===== src/rtl/letc_core_muldiv_if.sv =====
// letc_core_muldiv_if: request/response handshake bundle for the iterative multiply/divide unit
interface letc_core_muldiv_if #(parameter int WIDTH = 32);
    logic                   flush;
    logic                   req_valid;
    logic                   req_ready;
    logic [2:0]             op;
    logic [1:0][WIDTH-1:0]  operands;
    logic                   rsp_valid;
    logic                   rsp_ready;
    logic [WIDTH-1:0]       result;
    modport master (output flush, req_valid, op, operands, rsp_ready, input req_ready, rsp_valid, result);
    modport slave (input flush, req_valid, op, operands, rsp_ready, output req_ready, rsp_valid, result);
endinterface


===== src/rtl/letc_core_muldiv.sv =====
// letc_core_muldiv: iterative 1-bit-per-cycle shift-add multiply / restoring divide unit
module letc_core_muldiv #(
    parameter int WIDTH = 32
) (
    input  logic              i_clk,
    input  logic              i_rst,
    letc_core_muldiv_if.slave bus
);
    localparam logic [1:0] IDLE = 2'd0, CALC = 2'd1, DONE = 2'd2;
    localparam int CW = $clog2(WIDTH);
    logic [1:0]         state;
    logic [CW-1:0]      cnt;
    logic [2:0]         op_q;
    logic               neg_q;
    logic [WIDTH-1:0]   opb, result, rs1, rs2, mag1, mag2, addend, quo_s, rem_s, fin, spec_res;
    logic [2*WIDTH-1:0] acc, acc_nx, prod_s;
    logic [WIDTH:0]     add_s, trial, diff;
    logic               is_div, is_rem, sign1, sign2, div0, ovf, bypass, accept, last;
    assign rs1      = bus.operands[0];
    assign rs2      = bus.operands[1];
    assign is_div   = bus.op[2];
    assign is_rem   = bus.op[1];
    assign sign1    = rs1[WIDTH-1] && (is_div ? !bus.op[0] : (bus.op == 3'd1 || bus.op == 3'd2));
    assign sign2    = rs2[WIDTH-1] && (is_div ? !bus.op[0] : bus.op == 3'd1);
    assign mag1     = sign1 ? -rs1 : rs1;
    assign mag2     = sign2 ? -rs2 : rs2;
    assign div0     = is_div && rs2 == '0;
    assign ovf      = is_div && !bus.op[0] && rs1 == {1'b1, {(WIDTH-1){1'b0}}} && &rs2;
    assign bypass   = div0 || ovf;
    assign spec_res = div0 ? (is_rem ? rs1 : '1) : (is_rem ? '0 : rs1);
    assign accept   = bus.req_valid && state == IDLE && !bus.flush;
    assign last     = cnt == CW'(WIDTH - 1);
    // acc holds {hi, lo}: multiply shifts right accumulating into hi; divide shifts left with hi as remainder
    assign addend   = acc[0] ? opb : '0;
    assign add_s    = {1'b0, acc[2*WIDTH-1:WIDTH]} + {1'b0, addend};
    assign trial    = {acc[2*WIDTH-1:WIDTH], acc[WIDTH-1]};
    assign diff     = trial - {1'b0, opb};
    assign acc_nx   = !op_q[2] ? {add_s, acc[WIDTH-1:1]} :
                      diff[WIDTH] ? {trial[WIDTH-1:0], acc[WIDTH-2:0], 1'b0} :
                      {diff[WIDTH-1:0], acc[WIDTH-2:0], 1'b1};
    assign prod_s   = neg_q ? -acc_nx : acc_nx;
    assign quo_s    = acc_nx[WIDTH-1:0];
    assign rem_s    = acc_nx[2*WIDTH-1:WIDTH];
    assign fin      = !op_q[2] ? (op_q[1:0] == 2'd0 ? prod_s[WIDTH-1:0] : prod_s[2*WIDTH-1:WIDTH]) :
                      op_q[1] ? (neg_q ? -rem_s : rem_s) : (neg_q ? -quo_s : quo_s);
    always_ff @(posedge i_clk) begin
        if (i_rst) begin
            state  <= IDLE;
            cnt    <= '0;
            op_q   <= '0;
            neg_q  <= 1'b0;
            opb    <= '0;
            acc    <= '0;
            result <= '0;
        end else if (bus.flush) begin
            state <= IDLE;
            cnt   <= '0;
        end else if (accept) begin
            op_q  <= bus.op;
            neg_q <= (is_div && is_rem) ? sign1 : sign1 ^ sign2;
            opb   <= is_div ? mag2 : mag1;
            acc   <= {{WIDTH{1'b0}}, is_div ? mag1 : mag2};
            state <= bypass ? DONE : CALC;
            if (bypass)
                result <= spec_res;
        end else if (state == CALC) begin
            acc <= acc_nx;
            cnt <= last ? '0 : cnt + 1'b1;
            if (last) begin
                state  <= DONE;
                result <= fin;
            end
        end else if (state == DONE && bus.rsp_ready) begin
            state <= IDLE;
        end
    end
    assign bus.req_ready = state == IDLE;
    assign bus.rsp_valid = state == DONE;
    assign bus.result    = result;
endmodule

===== src/flat_wrapper.sv =====
// flat-port wrapper written by rule: the top's interface ports become plain ports
module letc_core_muldiv_flat 
#(
    parameter int WIDTH = 32
)
  (i_clk, i_rst, bus_flush, bus_req_valid, bus_op, bus_operands, bus_rsp_ready, bus_req_ready, bus_rsp_valid, bus_result);
  letc_core_muldiv_if #(.WIDTH(WIDTH)) bus_i ();
  input  logic i_clk;
  input  logic i_rst;
  input wire logic [$bits(bus_i.flush)-1:0] bus_flush;
  input wire logic [$bits(bus_i.req_valid)-1:0] bus_req_valid;
  input wire logic [$bits(bus_i.op)-1:0] bus_op;
  input wire logic [$bits(bus_i.operands)-1:0] bus_operands;
  input wire logic [$bits(bus_i.rsp_ready)-1:0] bus_rsp_ready;
  output wire logic [$bits(bus_i.req_ready)-1:0] bus_req_ready;
  output wire logic [$bits(bus_i.rsp_valid)-1:0] bus_rsp_valid;
  output wire logic [$bits(bus_i.result)-1:0] bus_result;
  assign bus_i.flush = bus_flush;
  assign bus_i.req_valid = bus_req_valid;
  assign bus_i.op = bus_op;
  assign bus_i.operands = bus_operands;
  assign bus_i.rsp_ready = bus_rsp_ready;
  assign bus_req_ready = bus_i.req_ready;
  assign bus_rsp_valid = bus_i.rsp_valid;
  assign bus_result = bus_i.result;
  letc_core_muldiv #(.WIDTH(WIDTH)) u_core (.i_clk(i_clk), .i_rst(i_rst), .bus(bus_i));
endmodule

===== config.mk =====
export PLATFORM = sky130hd
export DESIGN_NAME = letc_core_muldiv_flat
export DESIGN_NICKNAME = d
export VERILOG_FILES = /design/src/rtl/letc_core_muldiv_if.sv /design/src/rtl/letc_core_muldiv.sv /design/src/flat_wrapper.sv
export SDC_FILE = /design/constraint.sdc
export NUM_CORES = 1
export LEC_CHECK = 0
export ABC_AREA = 1
export CAP_MARGIN = 10
export CORE_AREA = 5 5 205 207
export DETAILED_ROUTE_END_ITERATION = 10
export DIE_AREA = 0 0 210 212
export PLACE_DENSITY = 0.66
export SETUP_SLACK_MARGIN = 0.15
export SYNTH_ARGS = -nofsm -noshare
export SYNTH_HDL_FRONTEND = slang
export SYNTH_SLANG_ARGS = --single-unit
export TNS_END_PERCENT = 10

===== constraint.sdc =====
create_clock -name i_clk -period 4 [get_ports i_clk]
set_input_delay 0.6 -clock i_clk [delete_from_list [all_inputs] [get_ports i_clk]]
set_output_delay 0.6 -clock i_clk [all_outputs]
set_load 0.02 [all_outputs]

Yosys cells after proc, flatten, opt, wreduce, memory -nomap -nowiden
Index checks and enable logic that the tools add are counted.

Register bits: 139. Bits of input ports: 72. Output and inout port bits: 34. Word-level logic and storage cells: 84.

$add $sub $neg: 8. Equality and inequality tests: 8. Muxes and demuxes: 31. Bitwise operators: 3. Reductions and logical operators: 27.

Operators by type and width (count): 2-to-1 mux 32 bit (17); 2-to-1 mux 64 bit (5); negator 32 bit (4); negator 64 bit (1); adder 32 x 32 -> 33 bit (1); subtractor 33 x 32 -> 33 bit (1); == test 32 bit, second input constant (1); zero test 32 bit (1); AND reduction 32 bit (1); logical AND 1 bit (10); 2-to-1 mux 2 bit (5); AND reduction 2 bit (4); adder 5 x 1 -> 5 bit, second input constant (1); == test 5 bit, second input constant (1); 2-to-1 mux 5 bit (1); zero test 2 bit (2); AND reduction 4 bit (1); nonzero test 2 bit (2); == test 3 x 1 -> 1 bit, second input constant (1); == test 3 x 2 -> 1 bit, second input constant (1); 2-to-1 mux 1 bit (3); != test 3 x 1 -> 1 bit, second input constant (1); nonzero test 3 bit (1); == test 2 x 1 -> 1 bit, second input constant (1); other kinds (7) (10).

Longest topological paths before layout
Depth after elaboration: 10. Gate-level depth with buffers: 36.

Least setup slack after synthesis
OpenSTA, ideal clock, no wires.

Path type: register to register. From: register u_core.acc[31]. To: register u_core.result[22], in the netlist u_core.bus.result[22]. Library setup time: 0.109 ns. Arrival: 3.887 ns. Required time: 3.891 ns. Slack: 0.004 ns. Cell stages (with the launch flop): 36. Buffers on the path: 0. Clock period less this slack: 3.996 ns. Cell sequence: dfxtp_1 inv_1 ha_1 inv_1 fa_1 nand2_1 nand2_1 nand3_1 nand2_2 nand2_2 nand2_2 nand2_4 nand3_4 nand3_2 o21ai_2 inv_1 ha_1 inv_1 nor3_1 nand3_1 nor2_1 nand2_1 nor3_1 nand4_1 nor2_1 nand2_1 o21ai_2 nand2_1 clkinv_1 nand2_1 nand2_1 nand3_1 nand2_1 nand3_1 nand2_1 inv_1.

Cells in the longest elaborated chain, start to end: 10.

RTL lines: start, declared (RTL line letc_core_muldiv.sv:16) `logic [2*WIDTH-1:0] acc, acc_nx, prod_s;`; start signal, assigned (RTL line letc_core_muldiv.sv:62) `acc <= {{WIDTH{1'b0}}, is_div ? mag1 : mag2};`; start signal, assigned (RTL line letc_core_muldiv.sv:67) `acc <= acc_nx;`; subtractor 33 x 32 -> 33 bit (RTL line letc_core_muldiv.sv:37) `assign diff = trial - {1'b0, opb};`; 2-to-1 mux 64 bit (RTL line letc_core_muldiv.sv:39) `diff[WIDTH] ? {trial[WIDTH-1:0], acc[WIDTH-2:0], 1'b0} :`; 2-to-1 mux 64 bit (*) (RTL line letc_core_muldiv.sv:38) `assign acc_nx = !op_q[2] ? {add_s, acc[WIDTH-1:1]} :`; negator 64 bit or negator 32 bit (tied branches) (RTL line letc_core_muldiv.sv:41, letc_core_muldiv.sv:45); 2-to-1 mux 64 bit or 2-to-1 mux 32 bit (tied branches) (RTL line letc_core_muldiv.sv:41, letc_core_muldiv.sv:45); 2-to-1 mux 32 bit, on equally long branches (RTL line letc_core_muldiv.sv:44, letc_core_muldiv.sv:45); 2-to-1 mux 32 bit (*) (RTL line letc_core_muldiv.sv:44) `assign fin = !op_q[2] ? (op_q[1:0] == 2'd0 ? prod_s[WIDTH-1:0] : prod_s[2*WIDTH-1:WIDTH]) :`; 2-to-1 mux 32 bit (*) (RTL line letc_core_muldiv.sv:69) `if (last) begin`; 2-to-1 mux 32 bit (*) (RTL line letc_core_muldiv.sv:66) `end else if (state == CALC) begin`; 2-to-1 mux 32 bit (*) (RTL line letc_core_muldiv.sv:58) `end else if (accept) begin`; end signal, assigned (RTL line letc_core_muldiv.sv:65) `result <= spec_res;`; end signal, assigned (RTL line letc_core_muldiv.sv:71) `result <= fin;`; end, declared (RTL line letc_core_muldiv.sv:15) `logic [WIDTH-1:0] opb, result, rs1, rs2, mag1, mag2, addend, quo_s, rem_s, fin, spec_res;`.

Every way passes the cells marked *; elsewhere a longest branch is shown, timed or not. The select of a mux whose other input is x is not followed. A chain may end at the register's enable or synchronous reset.

Final worst setup path
From: register u_core.acc[31]. To: register u_core.result[6], in the netlist u_core.bus.result[6].

The elaborated chain is that of the path after synthesis.

==> summary.md <==
| Metric | Value |
|---|---|
| First-pass GRT wire length | `136 mm` |
| Status | `complete, but fails checks` |
| Worst EP required | `4380 ps` |
| Total power | `6.49 mW` |
| Maxcap violations | `0` |
| Leakage | `12.1 nW` |
| IR drop worst, VDD | `0.265 mV` |
| Port bufs | `105` |
| Post-synthesis area per instance | `5.46 um2` |
| Seq cells post-synth | `139` |
| Initial antenna violation count | `3` |
| Worst-Margin Slew | `1010 ps` |
| TritonCTS Sinks | `139` |
| Cells after synthesis | `3330` |
| Syn nets | `3475` |
| # nets final | `3831` |
| Post-DP HPWL | `75.6 mm` |
| Clock latency on the worst-skew pair | `490 ps` |
| Final setup fails | `12` |
| Post-DRT Antenna Nets | `0` |
| DR vias/cell | `5.75` |
| Setup CP Type | `flip-flop to flip-flop` |
| Final hold vios | `0` |
| Period minus WS final | `4170 ps` |
| WL final | `93.1 mm` |
| Starting Density | `45.3%` |
| Layout cells sized above 1 | `17.1%` |
| Drt pass-1 iters | `7` |
| 1st-iter DRT viols | `3625` |
| Unique masters post-synth | `59` |
| DRC Markers | `0` |
| Fmax | `240 MHz` |
| Largest net degree at the start of global routing | `73` |
| Register area share after synthesis | `15.3%` |
| Ys Warns | `0` |
| Top FF cell, synth | `dfxtp_1` |
| P&R area growth vs syn | `28.4%` |
| Vias | `24300` |
| Pwr dens | `278 nW/um2` |
| EDFF count, synth | `0` |
| Post-Route Utilization | `58.1%` |
| Die area | `44500 um2` |
| Num rows | `74` |
| Die Y | `212 um` |
| Setup slack at placement | `-112 ps` |
| Root Driver | `clkbuf_16` |
| WL per Instance | `22.0 um` |
| Worst slew margin | `31.6%` |
| Clock slew at the register clock pins of the worst setup and hold paths | `70 ps` |
| CTS tree | `yes` |
| CTS Buf Count | `17` |
| CTS Hold Bufs | `0` |
| GR Overflow Total | `0` |
| RSZ-0062 raised after global routing | `true` |
| Worst min path class | `flip-flop to flip-flop` |
| Die width | `210 um` |
| Gr usage total | `40.0%` |
| CP Max Fanout | `3` |
| Slowest CP cell | `fa_2` |
| PnR worst setup slack | `-168 ps` |
| Fill cells | `4178` |
| Most common cell on crit path | `buf_4` |
| Ys async rst share | `0%` |
| Fin. max-slew vios | `0` |
| Placeable Area | `40200 um2` |
| CP Launch Type | `flip-flop` |
| Routability cong. | `1.06` |
| Failing checks | `negative setup slack` |
| Crit path largest cell delay | `360 ps` |
| CP endpoint kind | `flip-flop` |
| Synth Cell Area | `18200 um2` |
| Worst Clk Skew | `8.60 ps` |
| Vias in the first global route | `22400` |
| I/O pin cnt | `106` |
| CP arrival | `4550 ps` |
| Final period util | `104%` |
| # H-tree levels | `4` |
| Clk buf depth | `2` |
==> cell type report <==
cell class,count,area [um2],area share [%]
clock buffers,18,439,1.88
well taps,532,666,2.85
repair buffers,461,3830,16.4
multi-input cells,2540,13400,57.5
flip-flops and latches,139,2800,12.0
inverters,527,1990,8.52
clock inverters,14,193,0.825
diodes,4,10.0,0.0429
==> Yosys cell counts, types with 23 or more instances <==
library cell / n / share of area (%)
a21oi_1: 192 / 5.3
clkbuf_1: 85 / 1.8
dfxtp_1: 139 / 15
ha_1: 71 / 4.9
inv_1: 509 / 11
nand2_1: 997 / 21
nand2_2: 35 / 1.2
nand3_1: 263 / 7.2
nand3b_1: 23 / 0.95
nand4_1: 33 / 1.1
nor2_1: 311 / 6.4
nor3_1: 32 / 0.88
o211ai_1: 39 / 1.6
o21ai_0: 210 / 5.8
or2_2: 28 / 0.96
xnor2_1: 28 / 1.3
xor2_1: 86 / 4.1
==> through the flow <==
stage / hold slack (ps) / std cells / TNS [ps] / cell area [um2]
after floorplan: 450 / 3330 / 0 / 18200
after global placement: 461 / 4171 / -178 / 22000
after detailed placement: 464 / 4171 / -839 / 22000
after CTS: 473 / 4224 / 0 / 22900
after global routing: 505 / 4231 / -5330 / 23300
final: 475 / 4235 / -839 / 23400
==> registers in the layout, indices dropped and copies added, names as in the netlist <==
signal,cells
u_core.acc,64
u_core.state,2
u_core.cnt,5
u_core.opb,32
u_core.bus.result,32
u_core.neg_q,1
u_core.op_q,3
==> kinds of logic (layout without fill, tap and decap cells) <==
logic type,after synthesis,after routing,synth area share [%]
adders and majority gates,73,73,5.10
and+or+nand+nor,1781,1781,42.0
muxes,2,2,0.110
other,0,4,0
xor gates and xnor gates,114,114,5.49
buffers and inverters,651,1020,13.9
AOI/OAI and AO/OA,570,570,18.1
DFF,139,139,15.3
==> power breakdown <==
| group | total, mW | leakage (nW) | internal [mW] | switching, mW |
|---|---|---|---|---|
| Sequential | 1.52 | 1.14 | 1.45 | 0.0618 |
| Combinational | 3.15 | 10.6 | 1.11 | 2.04 |
| Clock | 1.83 | 0.299 | 1.06 | 0.770 |
| Total | 6.49 | 12.1 | 3.62 | 2.87 |
==> timing repair <==
item                       4_1_cts  5_1_grt
pin swaps                       22       48
setup buffers                   21        7
setup endpoints to repair       25       33
resized for setup               30      107
==> path summary, 6_finish.rpt <==
path	from	endpoint	slack, ps	depth (start not counted)
max	u_core.acc[31]$_SDFFE_PP0P_	u_core.bus.result[6]$_SDFFE_PP0P_	-170	33
min	u_core.cnt[4]$_SDFFE_PP0P_	u_core.cnt[4]$_SDFFE_PP0P_	480	2
max reg2reg	u_core.acc[31]$_SDFFE_PP0P_	u_core.bus.result[6]$_SDFFE_PP0P_	-170	33
min reg2reg	u_core.cnt[4]$_SDFFE_PP0P_	u_core.cnt[4]$_SDFFE_PP0P_	480	2
==> worst max-delay path, delay by kind of cell (launching register included) <==
kind,cells,cell delay [ps]
flops,1,330
buf+inv,13,1350
compound gates,4,330
simple gates,12,1190
fa+ha+maj,3,640
xor+xnor,1,200
==> layer usage <==
layer | vias up | wire [um] | global-route usage, %
met1 | 11200 | 38400 | 54.4
met4 | 2 | 5020 | 18.9
met5 | - | 13 | 0
met2 | 1532 | 38300 | 58.8
li1 | 11400 | - | -
met3 | 270 | 11500 | 11.2
==> placed cells by master (no fill, tap or decap), drive strengths merged, types with 33 or more instances in the layout <==
cell           Yosys  layout
nand2           1036    1036
inv              523     526
buf               38     357
nor2             334     334
nand3            274     274
o21ai            233     233
a21oi            198     198
dfxtp            139     139
clkdlybuf4s50      0     104
xor2              86      86
ha                71      71
o211ai            39      39
nand4             33      33
nor3              33      33
No activity file was read; power rests on OpenSTA's default activity.
